[src/rtl/key_mode_sel_if.sv]
// Key/mode bus between the debounced push-button selector and its user.
// The master drives the raw key; the slave returns the debounced flag, level and mode.
interface key_mode_sel_if;
   logic       key_in;
   logic       key_flag;
   logic       key_state;
   logic [1:0] mode;

   modport master (
      output key_in,
      input  key_flag,
      input  key_state,
      input  mode
   );

   modport slave (
      input  key_in,
      output key_flag,
      output key_state,
      output mode
   );
endinterface

[src/rtl/key_mode_sel.sv]
// Push-button debouncer with press/release filter FSM and a wrapping LED mode counter.
// A press is confirmed after CNT_MAX stable cycles; each confirmed press steps the mode.
module key_mode_sel #(
   parameter int CNT_MAX  = 1_000_000,
   parameter int MODE_NUM = 4
) (
   input  logic           clk,
   input  logic           rst_n,
   key_mode_sel_if.slave  kbus
);

   localparam int               CNT_W     = $clog2(CNT_MAX);
   localparam logic [CNT_W-1:0] CNT_LAST  = CNT_W'(CNT_MAX - 1);
   localparam logic [1:0]       MODE_LAST = 2'(MODE_NUM - 1);

   typedef enum logic [1:0] {
      IDLE,
      FILTER_DOWN,
      DOWN,
      FILTER_UP
   } state_t;

   state_t           state_reg, state_next;
   logic             k1_reg, k2_reg, k3_reg;
   logic             neg_edge, pos_edge;
   logic [CNT_W-1:0] cnt_reg, cnt_next;
   logic             key_flag_reg, key_flag_next;
   logic             key_state_reg, key_state_next;
   logic [1:0]       mode_reg, mode_next;

   // Reset value 1 means a key already held low at reset release yields a neg_edge.
   always_ff @(posedge clk) begin
      if (!rst_n) begin
         k1_reg <= 1'b1;
         k2_reg <= 1'b1;
         k3_reg <= 1'b1;
      end else begin
         k1_reg <= kbus.key_in;
         k2_reg <= k1_reg;
         k3_reg <= k2_reg;
      end
   end

   assign neg_edge = k3_reg & ~k2_reg;
   assign pos_edge = ~k3_reg & k2_reg;

   always_ff @(posedge clk) begin
      if (!rst_n) begin
         state_reg     <= IDLE;
         cnt_reg       <= '0;
         key_flag_reg  <= 1'b0;
         key_state_reg <= 1'b1;
         mode_reg      <= 2'd0;
      end else begin
         state_reg     <= state_next;
         cnt_reg       <= cnt_next;
         key_flag_reg  <= key_flag_next;
         key_state_reg <= key_state_next;
         mode_reg      <= mode_next;
      end
   end

   always_comb begin
      state_next     = state_reg;
      cnt_next       = cnt_reg;
      key_flag_next  = 1'b0;
      key_state_next = key_state_reg;
      mode_next      = mode_reg;
      case (state_reg)
         IDLE: begin
            if (neg_edge) begin
               state_next = FILTER_DOWN;
               cnt_next   = '0;
            end
         end
         FILTER_DOWN: begin
            // A bounce back up takes priority over the window expiring.
            if (pos_edge) begin
               state_next = IDLE;
               cnt_next   = '0;
            end else if (cnt_reg == CNT_LAST) begin
               state_next     = DOWN;
               cnt_next       = '0;
               key_flag_next  = 1'b1;
               key_state_next = 1'b0;
               mode_next      = (mode_reg == MODE_LAST) ? 2'd0 : mode_reg + 2'd1;
            end else begin
               cnt_next = cnt_reg + CNT_W'(1);
            end
         end
         DOWN: begin
            if (pos_edge) begin
               state_next = FILTER_UP;
               cnt_next   = '0;
            end
         end
         FILTER_UP: begin
            if (neg_edge) begin
               state_next = DOWN;
               cnt_next   = '0;
            end else if (cnt_reg == CNT_LAST) begin
               state_next     = IDLE;
               cnt_next       = '0;
               key_state_next = 1'b1;
            end else begin
               cnt_next = cnt_reg + CNT_W'(1);
            end
         end
         default: begin
            state_next = IDLE;
            cnt_next   = '0;
         end
      endcase
   end

   assign kbus.key_flag  = key_flag_reg;
   assign kbus.key_state = key_state_reg;
   assign kbus.mode      = mode_reg;

endmodule

[src/flat_wrapper.sv]
// flat-port wrapper written by rule: the top's interface ports become plain ports
module key_mode_sel_flat 
#(
   parameter int CNT_MAX  = 1_000_000,
   parameter int MODE_NUM = 4
)
  (clk, rst_n, kbus_key_in, kbus_key_flag, kbus_key_state, kbus_mode);
  key_mode_sel_if kbus_i ();
  input  logic clk;
  input  logic rst_n;
  input wire logic [$bits(kbus_i.key_in)-1:0] kbus_key_in;
  output wire logic [$bits(kbus_i.key_flag)-1:0] kbus_key_flag;
  output wire logic [$bits(kbus_i.key_state)-1:0] kbus_key_state;
  output wire logic [$bits(kbus_i.mode)-1:0] kbus_mode;
  assign kbus_i.key_in = kbus_key_in;
  assign kbus_key_flag = kbus_i.key_flag;
  assign kbus_key_state = kbus_i.key_state;
  assign kbus_mode = kbus_i.mode;
  key_mode_sel #(.CNT_MAX(CNT_MAX), .MODE_NUM(MODE_NUM)) u_core (.clk(clk), .rst_n(rst_n), .kbus(kbus_i));
endmodule
[config.mk]
export PLATFORM = sky130hd
export DESIGN_NAME = key_mode_sel_flat
export DESIGN_NICKNAME = d
export VERILOG_FILES = /design/src/rtl/key_mode_sel_if.sv /design/src/rtl/key_mode_sel.sv /design/src/flat_wrapper.sv
export SDC_FILE = /design/constraint.sdc
export NUM_CORES = 1
export LEC_CHECK = 0
export BUFFER_PORTS_ARGS = -buffer_cell sky130_fd_sc_hd__buf_2
export CAP_MARGIN = 20
export CELL_PAD_IN_SITES_DETAIL_PLACEMENT = 0
export CELL_PAD_IN_SITES_GLOBAL_PLACEMENT = 1
export CORE_MARGIN = 5
export CORE_UTILIZATION = 39
export CTS_BUF_LIST = sky130_fd_sc_hd__clkbuf_2 sky130_fd_sc_hd__clkbuf_4 sky130_fd_sc_hd__clkbuf_8
export DETAILED_ROUTE_END_ITERATION = 8
export GPL_ROUTABILITY_DRIVEN = 0
export PLACE_DENSITY_LB_ADDON = 0.1
export RECOVER_POWER = 100
export REMOVE_ABC_BUFFERS = 1
export SETUP_SLACK_MARGIN = 0.3
export SLEW_MARGIN = 20
export SYNTH_ARGS = -nofsm -noshare
export SYNTH_HDL_FRONTEND = slang
export SYNTH_SLANG_ARGS = --single-unit
[constraint.sdc]
create_clock -name clk -period 6.25 [get_ports clk]
set_input_delay 0.625 -clock clk [delete_from_list [all_inputs] [get_ports clk]]
set_output_delay 0.625 -clock clk [all_outputs]
set_load 0.01 [all_outputs]
# After elaboration in Yosys (flattened, before gate mapping)
# Index checks and enable logic that the tools add are counted.
word_totals:
  latchBits: 0
  inputBits: 3
  out_inout_bits: 4
  reg_bits: 29
  ramBits: 0
  memories: 0
  mem_bits_ro: 0
  wordCells: 57
op_classes:
  n_mul: 0
  n_mux: 20
  shifts: 0
  n_addsub: 2
  n_lt_le_gt_ge: 0
  reduce_logical: 7
  eq_ne: 13
  div_mod_pow: 0
  bitwise_logic: 7
op_table:
  columns: ["operator", "n"]
  rows:
  - ["$mux W20", 5]
  - ["$pmux W20 S4", 1]
  - ["$add A20 B1 Y20 const B", 1]
  - ["$eq A20 B20 Y1 const B", 1]
  - ["$mux W2", 7]
  - ["$ne A2 B1 Y1 const B", 4]
  - ["$pmux W2 S4", 1]
  - ["$eq A2 B2 Y1 const B", 3]
  - ["$ne A3 B1 Y1 const B", 2]
  - ["$mux W1", 5]
  - ["$not A1 Y1", 5]
  - ["$reduce_and A5 Y1", 1]
  - ["$ne A2 B2 Y1 const B", 2]
  - ["$reduce_and A4 Y1", 1]
  - ["$reduce_and A3 Y1", 1]
  - ["$reduce_or A3 Y1", 1]
  - ["$add A2 B1 Y2 const B", 1]
  - ["$and A1 B1 Y1", 2]
  - ["$eq A2 B1 Y1 const B", 1]
  - ["$logic_not A2 Y1", 1]
  - ["$pmux W1 S2", 1]
  - ["$reduce_and A2 Y1", 1]
  - ["$reduce_bool A2 Y1", 1]

# Logic depth before layout (Yosys ltp)
# Gate-level depths: netlist of the first run.
logic_depth:
  depth_word: 4
  mapped_depth: 8

# Worst setup path before layout of the first run
# Ideal clock, no wire load.
synth_timing:
  path_type: "reg-to-reg"
  from: "register u_core.cnt_reg[7]"
  to: "register u_core.cnt_reg[10]"
  period_less_slack_ns: 2.001
  n_path_buf: 1
  slack_ns: 4.249
  required_ns: 6.128
  arrival_time_ns: 1.879
  stages_incl_launch_ff: 7
  path_cell_list: "dfxtp_1 > or4b_4 > nor4_4 > a211oi_2 > buf_6 > and3_1 > a221o_1"
synth_via:
  elab_chain_len: 4
  word_cells_on_any_way: 6
  cone_classes: "add/sub (1); eq/ne (1); mux (4)"
synth_rtl:
  columns: ["item", "line_no", "text"]
  rows:
  - ["start, declared", "key_mode_sel.sv:26", "logic [CNT_W-1:0] cnt_reg, cnt_next;"]
  - ["start signal, assigned", "key_mode_sel.sv:56", "cnt_reg <= cnt_next;"]
  - ["$add A20 B1 Y20 / $eq A20 B20 Y1 (equally long branches)", null, null]
  - ["$mux W20 *", "key_mode_sel.sv:81, key_mode_sel.sv:101", null]
  - ["$mux W20, on equally long branches", "key_mode_sel.sv:98, key_mode_sel.sv:78", null]
  - ["$pmux W20 S4 *", "key_mode_sel.sv:69", "case (state_reg)"]
# Every way passes the cells marked *; elsewhere a longest branch is shown, timed or not.
# A chain may end at the register's enable or synchronous reset.

# Worst setup path in the final report of the first run
layout_timing:
  from: "register u_core.cnt_reg[7]"
  to: "register u_core.cnt_reg[19]"
# Same word-level chain as after synthesis.

==> impl_results.md, run 1 <==
* Gr usage total at 13.5%
* Critical path class: reg2reg
* Comb pwr share at 3.8%
* DR vias/cell at 5.63
* Critical Path Start Type: flip-flop
* Multi-input gate area at 840 um2
* Hold buffers post-CTS at 0
* Commonest cells after routing, fill and taps aside: 29 x dfxtp_1, 14 x nand3_1, 13 x nand2_1, 12 x nor2_1, 10 x a21oi_1
* Num ports at 7
* Max Slew Vio Count at 0
* NumNets Final at 185
* Core area at 0.00369 mm2
* Post-synth ARST share at 0%
* Ranking of synthesized cells by area: dfxtp_1 39%, nand3_1 4.7%, mux2i_1 4.0%
* Initial antenna violation count at 0
* Sw Share at 20.9%
* First-pass GRT wire length at 5.40 mm
* Max reg flops at 20
* Synthesis-stage register bit count at 29
* Synth Warn # at 0
* # Max-Cap Violations at 0
* Register area at 581 um2
* Max_slew headroom at 21.0%
* Die H at 72.0 um
* Vias at 1289
* Die ar. at 0.00518 mm2
* Clock sink count at 29
* Netlist Area Pre-Place at 0.00150 mm2
* Share of cells above drive strength 1 at 7.18%
* Min Clock Period, post-route at 3.07 ns
* Postcts setup bufs at 0
* Grt total ovfl at 0
* CTS tree: built
* Final hold violation count at 0
* Slowest CP cell: or4b_2
* Port bufs at 6
* Starting Density at 40.6%
* DP HPWL at 2.24 mm
* Number of flops mapped to enable cells by yosys at 0
* Post_cts resized at 0
* Clock Latency Late Sink at 0.28 ns
* Required time of the critical path at 6.42 ns
* Ant diodes at 0
* Total CTS buffers at 5
* Clock share of power at 50.4%
* Leak at 0.000575 uW
* Crit path max fanout at 31
* Final core occ at 44.6%
* CTS root buf: clkbuf_8
* PD cells at 250 mW/mm2
* Avg Synthesized Cell Area at 8.66 um2
* Cells after Synth at 173
* Drt first pass iters at 4
* Commonest non-fill, non-tap cell in the layout: dfxtp_1
* P_sw at 86.1 uW
* Seq/Total Area, Yosys at 38.8%
* Final setup margin at 3.18 ns
* Top cell type's share of synthesized area at 38.8%
* Fmax at 326 MHz
* Filler cells at 392
* Distinct cell type count of the synthesized netlist at 44
* Seq pwr share at 45.8%
* Dpl ws at 3.91 ns
* Final setup fails at 0
* Internal power at 326 uW
* Area growth from synthesis to layout at 9.94%
* Worst setup EP type: flip-flop
* H-tree Lvls at 2
* Worst-Margin Slew at 1.19 ns
* Critical path arrival at 3.24 ns
* Die width at 72.0 um
* VDD IR max at 0.0000968 V
* CP cell instances: or4b_2, nor4_1, a211oi_2, clkbuf_1, and3_1, a221o_1
* Hold Crit Class: reg2reg
* Final wirelength at 3.27 mm
* RSZ-0062 raised after global routing: no
* Skew final at 0.00767 ns
* Fin Setup TNS at 0 ns
* Clk slew on worst S/H paths at 0.07 ns
* Vias in the first global route at 1145
* R2R cell count at 6
* Max incr delay on CP at 0.69 ns
* Synth Flop Type: dfxtp_1
* Status: complete, no violations
* Hold path cells at 1
* Wire per inst at 14.3 um
* Clk buf depth at 2
* Period Utilization, post-route at 49.1%
* Iter 0 DRT Violations at 83
* Post-synth top area cell: dfxtp_1
* Largest net degree at the start of global routing at 32
* Rows at 22
* Drt drc at 0
* Antenna-violating nets left at 0
==> layer usage <==
metal | routed length [um] | GRT usage, % | vias up
met4 | 59 | 6.89 | 0
met1 | 1660 | 17.3 | 603
met2 | 1430 | 20.4 | 19
li1 | - | - | 660
met3 | 120 | 3.88 | 7
met5 | 0 | 0 | -
==> logic make-up (layout without fill, tap and decap cells) <==
logic type / Yosys count / count (layout) / share of synthesized area (%)
fa+ha+maj: 3 / 3 / 2.34
compound gates: 35 / 35 / 15.8
buf+inv: 12 / 20 / 3.93
xor+xnor: 3 / 3 / 1.75
flops: 29 / 29 / 38.8
simple gates: 85 / 85 / 33.4
mux: 6 / 6 / 4.01
==> power groups by stage <==
| stage | clock network [uW] | logic [uW] | registers [uW] |
|---|---|---|---|
| after floorplan | 0 | 10.9 | 192 |
| after global placement | 0 | 15.9 | 193 |
| after detailed placement | 0 | 16.3 | 193 |
| after CTS | 211 | 16.4 | 188 |
| after global routing | 218 | 17.9 | 189 |
| final | 207 | 15.7 | 188 |
==> Yosys cell counts (2+ instances only) <==
cell type  instances
inv_1              4
and4_1             2
o21ai_0            4
a31oi_1            7
nor4b_1            2
buf_2              5
nor2b_1            2
dfxtp_1           29
nor2_1            12
nand3_1           14
a22o_1             3
nand4_1            6
nand2_1           13
mux2i_1            6
and2_1             4
and3_1             7
xnor2_1            3
ha_1               2
a221o_1            3
nand2b_1           5
nand4b_1           3
a21oi_1           10
nor3_1             5
or2b_1             2
==> worst paths after layout <==
kind                startpoint                 end  slack [ns]
min reg2reg      u_core.k1_reg       u_core.k2_reg        0.42
max reg2reg  u_core.cnt_reg[7]  u_core.cnt_reg[19]        3.18
max          u_core.cnt_reg[7]  u_core.cnt_reg[19]        3.18
min              u_core.k1_reg       u_core.k2_reg        0.42
==> through the flow <==
| stage | std cells | cell area (um2) | hold WS, ns | total power [uW] |
|---|---|---|---|---|
| after floorplan | 166 | 1460 | 0.386 | 203 |
| after global placement | 221 | 1560 | 0.396 | 209 |
| after detailed placement | 221 | 1560 | 0.397 | 209 |
| after CTS | 229 | 1680 | 0.419 | 416 |
| after global routing | 229 | 1650 | 0.425 | 425 |
| final | 229 | 1650 | 0.420 | 412 |
==> critical path: cells and delay by family (launching register included) <==
| family | cells | cell delay [ns] |
|---|---|---|
| AO/OA/AOI/OAI | 2 | 0.40 |
| buffers and inverters | 1 | 0.52 |
| flip-flops | 1 | 0.36 |
| AND/OR/NAND/NOR | 3 | 1.66 |
==> area by class of cell <==
type	count	area share, %
clock inverters	1	1.82
multi-input cells	132	51.0
inverters	5	1.14
clock buffers	7	5.47
well taps	48	3.65
repair buffers	7	1.67
flip-flops and latches	29	35.3
No activity file was read; power rests on OpenSTA's default activity.
==> inputs of run 2 (changes only) <==
==> constraint.sdc (replaced) <==
create_clock -name clk -period 2.9 [get_ports clk]
set_input_delay 0.29 -clock clk [delete_from_list [all_inputs] [get_ports clk]]
set_output_delay 0.29 -clock clk [all_outputs]
set_load 0.01 [all_outputs]
==> run 2 against run 1 <==
Sequential share of layout area grew 0.27 points; fmax grew 37%; cell count grew 0.44%; largest power group is now sequential cells.
==> impl_results.md, run 2 (same netlist as run 1, synthesis figures left out) <==
* Worst Path Buf+Inv at 1
* Critical path class: reg2reg
* Cells after DPL at 222
* Post_cts resized at 0
* Core area at 0.00369 mm2
* CTS tree: built
* Worst setup EP type: flip-flop
* Post-Layout Cell Count at 230
* Family with the most delay on the worst path: simple AND/OR/NAND/NOR gates
* Clk buf depth at 2
* Worst-Margin Slew at 0.792 ns
* Max incr delay on CP at 0.59 ns
* Final hold violation count at 0
* Min Clock Period, post-route at 2.24 ns
* Num ports at 7
* PD cells at 470 mW/mm2
* Iter 0 DRT Violations at 96
* Area post-placement at 0.00156 mm2
* Register area at 581 um2
* Hold path cells at 2
* Die ar. at 0.00518 mm2
* Reg2reg start: u_core.cnt_reg[7]
* Hold Crit Class: in2reg
* RR Endpoint: u_core.cnt_reg[10]
* Clock sink count at 29
* Die H at 72.0 um
* CP cell instances: or4b_1, nor4_4, a211oi_1, buf_4, and3_1, a221o_1
* Port bufs at 6
* Vias at 1317
* Critical path arrival at 2.41 ns
* Internal power at 589 uW
* Max Slew Vio Count at 0
* Gr usage total at 14.5%
* RSZ-0062 raised after global routing: no
* Vias in the first global route at 1161
* Max reg flops at 20
* Skew final at 0.00653 ns
* R2R cell count at 6
* Grt total ovfl at 0
* VDD IR max at 0.000254 V
* Fin area at 0.00163 mm2
* Hold buffers post-CTS at 0
* Comb pwr share at 4.7%
* H-tree Lvls at 2
* # Max-Cap Violations at 0
* Critical Path Start Type: flip-flop
* Postcts setup bufs at 0
* Commonest cells after routing, fill and taps aside: 29 x dfxtp_1, 14 x nand3_1, 13 x nand2_1, 12 x nor2_1, 10 x a21oi_1
* NumNets Final at 186
* Final setup fails at 0
* Filler cells at 380
* Reg2Reg Setup Slack at 0.66 ns
* Wire per inst at 14.3 um
* Sw Share at 23.4%
* Largest net degree at the start of global routing at 32
* Hold path start: kbus_key_in
* Worst Hold Endpoint: u_core.k1_reg
* Max_slew headroom at 46.7%
* Antenna-violating nets left at 0
* Die width at 72.0 um
* Seq pwr share at 52.9%
* Fmax at 447 MHz
* Clock share of power at 42.5%
* Area growth from synthesis to layout at 9.11%
* DR vias/cell at 5.73
* P_sw at 180 uW
* Rows at 22
* Drt drc at 0
* Initial antenna violation count at 0
* Status: complete, no violations
* Ant diodes at 0
* Starting Density at 40.6%
* Leak at 0.000586 uW
* CTS root buf: clkbuf_8
* Slowest CP cell: or4b_1
* Final wirelength at 3.28 mm
* Share of cells above drive strength 1 at 7.69%
* First-pass GRT wire length at 5.76 mm
* Drt first pass iters at 4
* Clock Latency Late Sink at 0.28 ns
* Total CTS buffers at 5
* Period Utilization, post-route at 77.2%
* DP HPWL at 2.37 mm
* Fin Setup TNS at 0 ns
* Crit path max fanout at 31
* Clk slew on worst S/H paths at 0.06 ns
* Required time of the critical path at 3.07 ns
* Multi-input gate area at 850 um2
* Commonest non-fill, non-tap cell in the layout: dfxtp_1
-- run 2: routing by layer --
metal	up-vias	global-route usage [%]	wire, um
li1	662	-	-
met1	629	19.6	1610
met2	20	21.8	1490
met3	6	4.16	120
met4	0	5.64	60
met5	-	0	0
-- run 2: cell type report --
type / count / share of cell area, %
Clock buffer: 6 / 4.67
Clock inverter: 2 / 0.613
Inverter: 5 / 1.15
Multi-Input combinational cell: 132 / 52.0
Sequential cell: 29 / 35.5
Tap cell: 48 / 3.68
Timing Repair Buffer: 8 / 2.37
-- run 2: worst max-delay path by stage --
stage | startpoint | end | slack [ns] | depth (start not counted)
finish | u_core.cnt_reg[7] | u_core.cnt_reg[10] | 0.66 | 6
global placement | u_core.cnt_reg[7] | u_core.cnt_reg[19] | 0.75 | 6
global route | u_core.cnt_reg[7] | u_core.cnt_reg[10] | 0.56 | 6
CTS | u_core.cnt_reg[7] | u_core.cnt_reg[10] | 0.69 | 6
detailed placement | u_core.cnt_reg[7] | u_core.cnt_reg[17] | 0.69 | 6
floorplan | u_core.cnt_reg[0] | u_core.cnt_reg[16] | 0.43 | 6
-- run 2: per-stage QoR --
step	total power (uW)	utilization [%]	setup WS (ns)	hold slack, ns
after floorplan	438	-	0.430	0.359
after global placement	452	42.4	0.750	0.395
after detailed placement	453	42.4	0.691	0.404
after CTS	784	44.7	0.693	0.173
after global routing	804	44.3	0.564	0.203
final	769	44.3	0.661	0.182
-- run 2: power groups by stage --
stage               registers [uW]  clock network, uW  logic, uW
floorplan                      414                  0       23.5
global placement               415                  0       37.0
detailed placement             415                  0       37.5
CTS                            406                340       37.4
global route                   407                354       42.4
finish                         407                326       35.8
==> inputs of run 3 (changes only) <==
--- a/config.mk
+++ b/config.mk
@@ -5,6 +5,7 @@
 export SDC_FILE = /design/constraint.sdc
 export NUM_CORES = 1
 export LEC_CHECK = 0
+export ABC_AREA = 1
 export BUFFER_PORTS_ARGS = -buffer_cell sky130_fd_sc_hd__buf_2
 export CAP_MARGIN = 20
 export CELL_PAD_IN_SITES_DETAIL_PLACEMENT = 0
==> constraint.sdc (replaced) <==
create_clock -name clk -period 2.3 [get_ports clk]
set_input_delay 0.23 -clock clk [delete_from_list [all_inputs] [get_ports clk]]
set_output_delay 0.23 -clock clk [all_outputs]
set_load 0.01 [all_outputs]
==> run 3 against run 2 <==
Die area grew 16%; cell count grew 47%; final area grew 18%; clock-buffer cell count grew 1; critical path type unchanged; highest routed layer unchanged; critical endpoint is now u_core.cnt_reg[7].
==> impl_results.md, run 3 <==
* # Max-Cap Violations at 0
* Met3 wire len at 124 um
* Skew final at 0.00667 ns
* Critical Path Start Type: flip-flop
* Final setup fails at 0
* Num ports at 7
* Met1 WL at 2.14 mm
* H-tree Lvls at 2
* Antenna-violating nets left at 0
* Netlist Area Pre-Place at 0.00178 mm2
* Max Slew Vio Count at 0
* Total CTS buffers at 5
* Postcts setup bufs at 0
* Initial antenna violation count at 0
* Starting Density at 40.7%
* Critical path arrival at 2.00 ns
* Period Utilization, post-route at 79.3%
* Max_slew headroom at 45.8%
* Worst-Margin Slew at 0.814 ns
* Synth Warn # at 0
* Critical path class: reg2reg
* Post-synth top area cell: dfxtp_1
* Crit path max fanout at 6
* Register area at 581 um2
* Final core occ at 44.0%
* Post-synth top cells: 72 x nand2_1, 45 x nor2_1, 33 x inv_1, 29 x dfxtp_1, 26 x nand3_1
* Ant diodes at 0
* Clock sink count at 29
* Share of cells above drive strength 1 at 12.9%
* Most common cell in the netlist: nand2_1
* Required time of the critical path at 2.48 ns
* CTS root buf: clkbuf_8
* Final wirelength at 4.18 mm
* Die width at 77.6 um
* Fin Setup TNS at 0 ns
* Critical path launch point: u_core.cnt_reg[0]
* Max reg flops at 20
* Clk buf depth at 2
* Core area at 0.00438 mm2
* Grt total ovfl at 0
* Rows at 24
* Vias in the first global route at 1551
* Final hold violation count at 0
* Dpl ws at 0.726 ns
* CTS tree: built
* Min Clock Period, post-route at 1.82 ns
* Top cell type's share of synthesized area at 32.5%
* Cells after Synth at 275
* VDD IR max at 0.000290 V
* Drt first pass iters at 4
* Total power draw at 1400 uW
* Commonest cells after routing, fill and taps aside: 73 x nand2_1, 47 x nor2_1, 35 x inv_1, 29 x dfxtp_1, 27 x nand3_1
* DP HPWL at 3.22 mm
* Fmax at 548 MHz
* Worst setup EP type: flip-flop
* Avg Synthesized Cell Area at 6.49 um2
* Port bufs at 6
* Hold Crit Class: in2reg
* PD cells at 725 mW/mm2
* Leak at 0.000796 uW
* Post_cts resized at 0
* Hold buffers post-CTS at 0
* Largest net degree at the start of global routing at 18
* Multi-input gate area at 0.00103 mm2
* Ranking of synthesized cells by area: dfxtp_1 33%, nand2_1 15%, nor2_1 9.5%
* DR vias/cell at 4.79
* Wire per inst at 12.4 um
* Filler cells at 485
* WL met2 at 1.88 mm
* Synth Flop Type: dfxtp_1
* Vias at 1618
* First-pass GRT wire length at 7.34 mm
* Uppermost layer routed: met4
* RSZ-0062 raised after global routing: no
* Synthesis-stage register bit count at 29
* Drt drc at 0
* Distinct cell type count of the synthesized netlist at 29
* Number of flops mapped to enable cells by yosys at 0
* Clock Latency Late Sink at 0.28 ns
* Iter 0 DRT Violations at 76
* Reg2Reg Setup Slack at 0.48 ns
* Gr usage total at 15.1%
* Seq/Total Area, Yosys at 32.5%
* Post-synth ARST share at 0%
* Area growth from synthesis to layout at 8.20%
* Commonest non-fill, non-tap cell in the layout: nand2_1
* WHS at 0.135 ns
* Die ar. at 0.00603 mm2
* Hold path start: kbus_key_in
* Die H at 77.6 um
* Status: complete, no violations
* Clk slew on worst S/H paths at 0.06 ns
* Final setup margin at 0.476 ns
* NumNets Final at 291
* Reg2reg start: u_core.cnt_reg[0]
-- run 3: cell types whose count changed after synthesis, moves of 8 or more --
cell,before,now
nor2_2,0,8
nor2_1,12,45
inv_1,4,33
nand2_2,0,8
nand2_1,13,72
nand3_1,14,26
-- run 3: cell type report --
| cell class | count | area share, % |
|---|---|---|
| Clock buffer | 7 | 4.67 |
| Timing Repair Buffer | 6 | 1.23 |
| Multi-Input combinational cell | 206 | 53.1 |
| Tap cell | 52 | 3.37 |
| Sequential cell | 29 | 30.1 |
| Inverter | 38 | 7.52 |
-- run 3: critical path, cell delays in order (launching register included) --
cell and delay (ns):
dfxtp_1 0.40, ha_1 0.21, inv_1 0.09, nor2_1 0.35, nand3_1 0.21, nand2_1 0.16, nand2_4 0.10, inv_1 0.13
nor2_1 0.06
-- run 3: kinds of logic (layout without fill, tap and decap cells) --
group                      Yosys count  count (layout)  share of synthesized area, %
AOI/OAI and AO/OA                   14              14                          4.49
xor gates and xnor gates             6               6                          2.95
adders and majority gates            2               2                          1.40
buffers and inverters               40              51                          8.98
DFF                                 29              29                          32.5
and+or+nand+nor                    184             184                          49.6
-- run 3: layer usage --
| layer | up-vias | track usage [%] |
|---|---|---|
| li1 | 885 | - |
| met4 | 0 | 3.61 |
| met1 | 708 | 20.5 |
| met2 | 18 | 24.0 |
| met5 | - | 0 |
| met3 | 7 | 3.82 |
-- run 3: final timing paths --
check / to / cells past startpoint
max reg2reg: u_core.cnt_reg[7] / 8
min: u_core.k1_reg / 2
min reg2reg: u_core.k2_reg / 1
max: u_core.cnt_reg[7] / 8
-- run 3: power breakdown --
part | switching (uW) | internal, uW
Clock | 190 | 249
Sequential | 43.9 | 538
Combinational | 276 | 103
-- run 3: per-stage QoR --
stage | area (um2) | cells
after floorplan | 1770 | 273
after global placement | 1860 | 331
after detailed placement | 1860 | 331
after CTS | 1950 | 338
after global routing | 1930 | 338
final | 1930 | 338
